**src/rtl/eth_mac_tx.sv**
```systemverilog
// Ethernet MAC transmit path: preamble/SFD insertion, minimum-length zero padding,
// CRC-32 FCS append and inter-frame gap, driving a byte-wide GMII-style bus.
module eth_mac_tx #(
  parameter int DATA_WIDTH   = 8,
  parameter int MIN_FRAME    = 60,
  parameter int IFG_BYTES    = 12,
  parameter int PREAMBLE_LEN = 7
) (
  input  logic                  clk_125,
  input  logic                  reset,
  input  logic [DATA_WIDTH-1:0] s_tx_axis_tdata,
  input  logic                  s_tx_axis_tvalid,
  input  logic                  s_tx_axis_tlast,
  input  logic                  s_tx_axis_tuser,
  output logic                  s_tx_axis_trdy,
  output logic [DATA_WIDTH-1:0] gmii_txd,
  output logic                  gmii_txen,
  output logic                  gmii_txer,
  output logic                  tx_busy,
  output logic                  tx_frame_done,
  output logic                  tx_underflow
);

  localparam logic [31:0] CRC_POLY     = 32'hEDB88320;
  localparam logic [31:0] CRC_INIT     = 32'hFFFFFFFF;
  localparam logic [10:0] BYTE_CNT_MAX = 11'h7FF;

  typedef enum logic [2:0] {
    IDLE,
    PREAMBLE,
    PAYLOAD,
    PAD,
    FCS,
    IFG,
    DRAIN
  } state_t;

  state_t                state_reg, state_next;
  logic [7:0]            cnt_reg, cnt_next;
  logic [10:0]           byte_cnt_reg, byte_cnt_next, byte_cnt_inc;
  logic [31:0]           crc_reg, crc_next, crc_upd, fcs_word;
  logic [7:0]            crc_din;
  logic [DATA_WIDTH-1:0] txd_reg, txd_next;
  logic                  txen_reg, txen_next;
  logic                  txer_reg, txer_next;
  logic                  done_reg, done_next;
  logic                  uf_reg, uf_next;

  // Reflected CRC-32, one byte per clock, data bits consumed LSB first.
  function automatic logic [31:0] crc32_byte(input logic [31:0] crc_in, input logic [7:0] data);
    logic [31:0] c;
    c = crc_in;
    for (int i = 0; i < 8; i++) begin
      c = (c >> 1) ^ ((c[0] ^ data[i]) ? CRC_POLY : 32'h0);
    end
    return c;
  endfunction

  // PAD feeds zero bytes into the CRC; only PAYLOAD feeds stream data.
  assign crc_din      = (state_reg == PAYLOAD) ? s_tx_axis_tdata[7:0] : 8'h00;
  assign crc_upd      = crc32_byte(crc_reg, crc_din);
  assign fcs_word     = ~crc_reg;
  assign byte_cnt_inc = (byte_cnt_reg == BYTE_CNT_MAX) ? byte_cnt_reg : byte_cnt_reg + 11'd1;

  assign s_tx_axis_trdy = (state_reg == PAYLOAD) || (state_reg == DRAIN);
  assign tx_busy        = (state_reg != IDLE);
  assign gmii_txd       = txd_reg;
  assign gmii_txen      = txen_reg;
  assign gmii_txer      = txer_reg;
  assign tx_frame_done  = done_reg;
  assign tx_underflow   = uf_reg;

  always_comb begin
    state_next    = state_reg;
    cnt_next      = cnt_reg;
    byte_cnt_next = byte_cnt_reg;
    crc_next      = crc_reg;
    txd_next      = '0;
    txen_next     = 1'b0;
    txer_next     = 1'b0;
    done_next     = 1'b0;
    uf_next       = 1'b0;

    case (state_reg)
      IDLE: begin
        cnt_next = 8'd0;
        if (s_tx_axis_tvalid) state_next = PREAMBLE;
      end

      PREAMBLE: begin
        txen_next     = 1'b1;
        crc_next      = CRC_INIT;
        byte_cnt_next = 11'd0;
        if (cnt_reg == 8'(PREAMBLE_LEN)) begin
          txd_next   = 8'hD5;
          cnt_next   = 8'd0;
          state_next = PAYLOAD;
        end else begin
          txd_next = 8'h55;
          cnt_next = cnt_reg + 8'd1;
        end
      end

      PAYLOAD: begin
        txen_next = 1'b1;
        if (s_tx_axis_tvalid) begin
          txd_next      = s_tx_axis_tdata;
          crc_next      = crc_upd;
          byte_cnt_next = byte_cnt_inc;
          cnt_next      = 8'd0;
          if (s_tx_axis_tlast) begin
            if (s_tx_axis_tuser) begin
              txer_next  = 1'b1;
              done_next  = 1'b1;
              state_next = IFG;
            end else if (byte_cnt_inc < 11'(MIN_FRAME)) begin
              state_next = PAD;
            end else begin
              state_next = FCS;
            end
          end
        end else begin
          // Source starved mid-frame: poison the byte on the wire and abandon the frame.
          txer_next  = 1'b1;
          done_next  = 1'b1;
          uf_next    = 1'b1;
          state_next = DRAIN;
        end
      end

      PAD: begin
        txen_next     = 1'b1;
        crc_next      = crc_upd;
        byte_cnt_next = byte_cnt_inc;
        if (byte_cnt_inc >= 11'(MIN_FRAME)) begin
          cnt_next   = 8'd0;
          state_next = FCS;
        end
      end

      FCS: begin
        txen_next = 1'b1;
        txd_next  = fcs_word[{cnt_reg[1:0], 3'b000} +: 8];
        cnt_next  = cnt_reg + 8'd1;
        if (cnt_reg[1:0] == 2'd3) begin
          done_next  = 1'b1;
          cnt_next   = 8'd0;
          state_next = IFG;
        end
      end

      IFG: begin
        cnt_next = cnt_reg + 8'd1;
        // A queued frame starts straight from the gap so it is exactly IFG_BYTES long.
        if (cnt_reg == 8'(IFG_BYTES - 1)) begin
          cnt_next   = 8'd0;
          state_next = s_tx_axis_tvalid ? PREAMBLE : IDLE;
        end
      end

      DRAIN: begin
        if (s_tx_axis_tvalid && s_tx_axis_tlast) begin
          cnt_next   = 8'd0;
          state_next = IFG;
        end
      end

      default: state_next = IDLE;
    endcase
  end

  always_ff @(posedge clk_125) begin
    if (reset) begin
      state_reg    <= IDLE;
      cnt_reg      <= 8'd0;
      byte_cnt_reg <= 11'd0;
      crc_reg      <= CRC_INIT;
      txd_reg      <= '0;
      txen_reg     <= 1'b0;
      txer_reg     <= 1'b0;
      done_reg     <= 1'b0;
      uf_reg       <= 1'b0;
    end else begin
      state_reg    <= state_next;
      cnt_reg      <= cnt_next;
      byte_cnt_reg <= byte_cnt_next;
      crc_reg      <= crc_next;
      txd_reg      <= txd_next;
      txen_reg     <= txen_next;
      txer_reg     <= txer_next;
      done_reg     <= done_next;
      uf_reg       <= uf_next;
    end
  end

endmodule

```
**config.mk**
```make
export PLATFORM = sky130hd
export DESIGN_NAME = eth_mac_tx
export DESIGN_NICKNAME = d
export VERILOG_FILES = /design/src/rtl/eth_mac_tx.sv
export SDC_FILE = /design/constraint.sdc
export NUM_CORES = 1
export LEC_CHECK = 0
export ABC_AREA = 1
export ABC_CLOCK_PERIOD_IN_PS = 3850
export CAP_MARGIN = 10
export CORE_ASPECT_RATIO = 1.4
export CORE_UTILIZATION = 40
export CTS_CLUSTER_SIZE = 20
export DETAILED_ROUTE_END_ITERATION = 8
export MAX_ROUTING_LAYER = met4
export PLACE_DENSITY_LB_ADDON = 0.15
export SLEW_MARGIN = 20
export SYNTH_ARGS = -nofsm -noshare
export SYNTH_HDL_FRONTEND = slang
export SYNTH_SLANG_ARGS = --single-unit
```
**constraint.sdc**
```tcl
create_clock -name clk_125 -period 3.85 [get_ports clk_125]
set_input_delay 0.385 -clock clk_125 [delete_from_list [all_inputs] [get_ports clk_125]]
set_output_delay 0.385 -clock clk_125 [all_outputs]
set_load 0.01 [all_outputs]
```
==> impl_metrics.yaml <==
sta:
  setup_viol: 0
  period_share: 0.718
  clock_skew_ns: 0.00706
  max_slew_margin: 0.391
  rsz0062_at_grt: "no"
  tightest_slew_ns: 0.910
  maxSlewViolCount: 0
  period_minus_slack_ns: 2.77
  finalHoldViolations: 0
  clock.fmax_ghz: 0.362
  tns_ns: 0
global_routing:
  grt_max_degree: 46
  antenna_found_initial: 0
  grt_pass1_wl_mm: 22.3
  grt_pass1_vias: 4528
  grtUsageTotal: 0.249
  gr-total-overflow: 0
setup_path:
  crit_required_ns: 4.07
  cp_top_family: "simple AND/OR/NAND/NOR gates"
  critPathMaxStageDelay_ns: 0.62
  worstSetupPathType: "reg -> reg"
  slowest_stage: "dfxtp_1"
  path_cells: "nand2_8 -> nor2_8 -> nand2_1 -> nand2_1 -> nand2_2 -> inv_2 -> nand2_1 -> nand2_2 -> xor2_1 -> a21oi_1 -> o21ai_0 -> nand2_1"
  arrival_ns: 2.99
  cp.buffers_inverters: 1
  start_kind: "flop"
  worst_setup_path_end_kind: "flop"
  cp_common_cell: "nand2_1"
  cp_max_fo: 17
synth:
  yosysTopAreaCellShare: 0.288
  synth-adder-area-share: 0.00819
  synth.distinct_cells: 47
  synth_seq_cells: 66
  yosysTopAreaCell: "dfxtp_1"
  synth_area_per_cell_um2: 6.45
  synthTopCellsByCount: "nand2_1, a21oi_1, dfxtp_1"
  synth_seq_area_share: 0.288
  synthXorXnorAreaFrac: 0.0707
  ys_async_sr_fraction: 0
  synth.area.top_cells: "dfxtp_1, nand2_1, a21oi_1, nand3_1, nor2_1"
  synth_top_family_by_area: "simple AND/OR/NAND/NOR gates"
  synth.area.mux_share: 0
  yosysWarnings: 0
  synth_most_common_cell: "nand2_1"
  syn_inst: 711
  synth-simple-area-share: 0.384
  synth_top_flop_cell: "dfxtp_1"
  synth_area_um2: 4580
  synth_nets: 727
  synth_edf_count: 0
  synth_compound_area_frac: 0.164
floorplan:
  die_w_um: 92.5
  initial_core_util: 0.418
  io_pins: 27
  core_area_um2: 11000
  die_y_um: 129
  rows: 45
  design.die.area_um2: 11900
outcome:
  status: "finished clean"
finish:
  largest_register_ffs: 32
  area_delta_synth_final_pct: 13.9
  final_util: 0.476
  fillerInstances: 1168
  final_nets: 743
  antenna_cells: 0
  drive_gt1_frac: 0.109
detailed_routing:
  drtPass1Iterations: 5
  ant_nets: 0
  drt_drc_violations_left: 0
  vias_per_cell: 5.43
  drt_iter0_drc: 238
  vias: 4733
  wl_per_cell_um: 15.6
  drt_wl_total_mm: 13.6
clock_network:
  cts_root_buffer: "clkbuf_16"
  clkTransAtPathRegs_ns: 0.06
  cts_made_buffers: 9
  clk-insertion-delay-late_ns: 0.34
  htreeDepth: 3
  cts_tree: "built"
  hold_buffers: 0
  clock-sinks: 66
  clk_path_buf_depth: 2
  cts_resized: 0
  postCtsSetupBuffers: 0
placement:
  hpwlAfterDp_mm: 9.91
  io_buffers: 26
  gp_congestion: 1.01
pwr:
  power_density_nw_per_um2: 810
  leakage_nw: 2.25
  peakVddDrop_mv: 0.331
run:
  maxCapViolations: 0
min_path:
  hp-class: "reg -> reg"
[report_power, final]
group / total [mW] / switching [mW] / internal, mW
logic: 2.37 / 1.58 / 0.791
registers: 0.990 / 0.169 / 0.822
clock network: 0.872 / 0.313 / 0.559
total: 4.23 / 2.06 / 2.17
[tightest hold or removal path: stages (launching register included)]
cell     delay (ns)
dfxtp_1        0.32
a21oi_1        0.06
nand2_1        0.06
[metrics by stage]
stage	total power, mW	hold slack (ns)	instances	worst slack (ns)	instance area, µm²
finish	4.23	0.468	872	1.08	5220
global route	4.56	0.504	872	0.845	5220
CTS	4.22	0.473	872	1.12	5220
detailed placement	3.33	0.459	857	1.15	4920
global placement	3.32	0.461	857	1.19	4920
floorplan	2.77	0.441	711	2.05	4580
[worst paths after layout]
kind | to | depth (start not counted) | start | slack [ns]
worst max-delay path | crc_reg[27]$_SDFFE_PP1P_ | 12 | state_reg[1]$_SDFFE_PP0P_ | 1.08
worst min register to register | crc_reg[27]$_SDFFE_PP1P_ | 2 | crc_reg[27]$_SDFFE_PP1P_ | 0.47
worst max register to register | crc_reg[27]$_SDFFE_PP1P_ | 12 | state_reg[1]$_SDFFE_PP0P_ | 1.08
worst min-delay path | crc_reg[27]$_SDFFE_PP1P_ | 2 | crc_reg[27]$_SDFFE_PP1P_ | 0.47
[cells in the final DEF (no fill, tap or decap), types with 6 or more instances in the layout]
cell type,count
a21oi_1,68
clkbuf_16,9
clkdlybuf4s50_1,25
dfxtp_1,66
inv_1,55
inv_2,8
nand2_1,210
nand2_2,18
nand2_4,9
nand3_1,51
nand4_1,6
nor2_1,62
nor2_2,6
o211ai_1,11
o21ai_0,35
o21ai_1,6
xor2_1,22
[kinds of logic (layout without fill, tap and decap cells)]
logic type | after synthesis | in the layout
AO/OA/AOI/OAI | 137 | 137
AND/OR/NAND/NOR | 383 | 383
adder cells (fa/ha/maj) | 3 | 3
buffers and inverters | 91 | 111
XOR/XNOR | 31 | 31
flip-flops | 66 | 66
[area by class of cell]
type | instances | area (µm²) | share of cell area
multi-input combinational | 554 | 2880 | 0.551
sequential | 66 | 1320 | 0.253
timing repair buffer | 31 | 293 | 0.0560
inverter | 65 | 249 | 0.0477
clock buffer | 9 | 225 | 0.0431
tap | 141 | 176 | 0.0338
clock inverter | 6 | 82.6 | 0.0158
[routing by layer]
metal,vias up,routed length [µm],global-route usage
met5,-,0,-
met2,140,6540,0.414
met3,41,648,0.0467
met1,2208,5790,0.280
met4,0,587,0.138
li1,2344,-,-
Power figures use the tool's default switching activity.
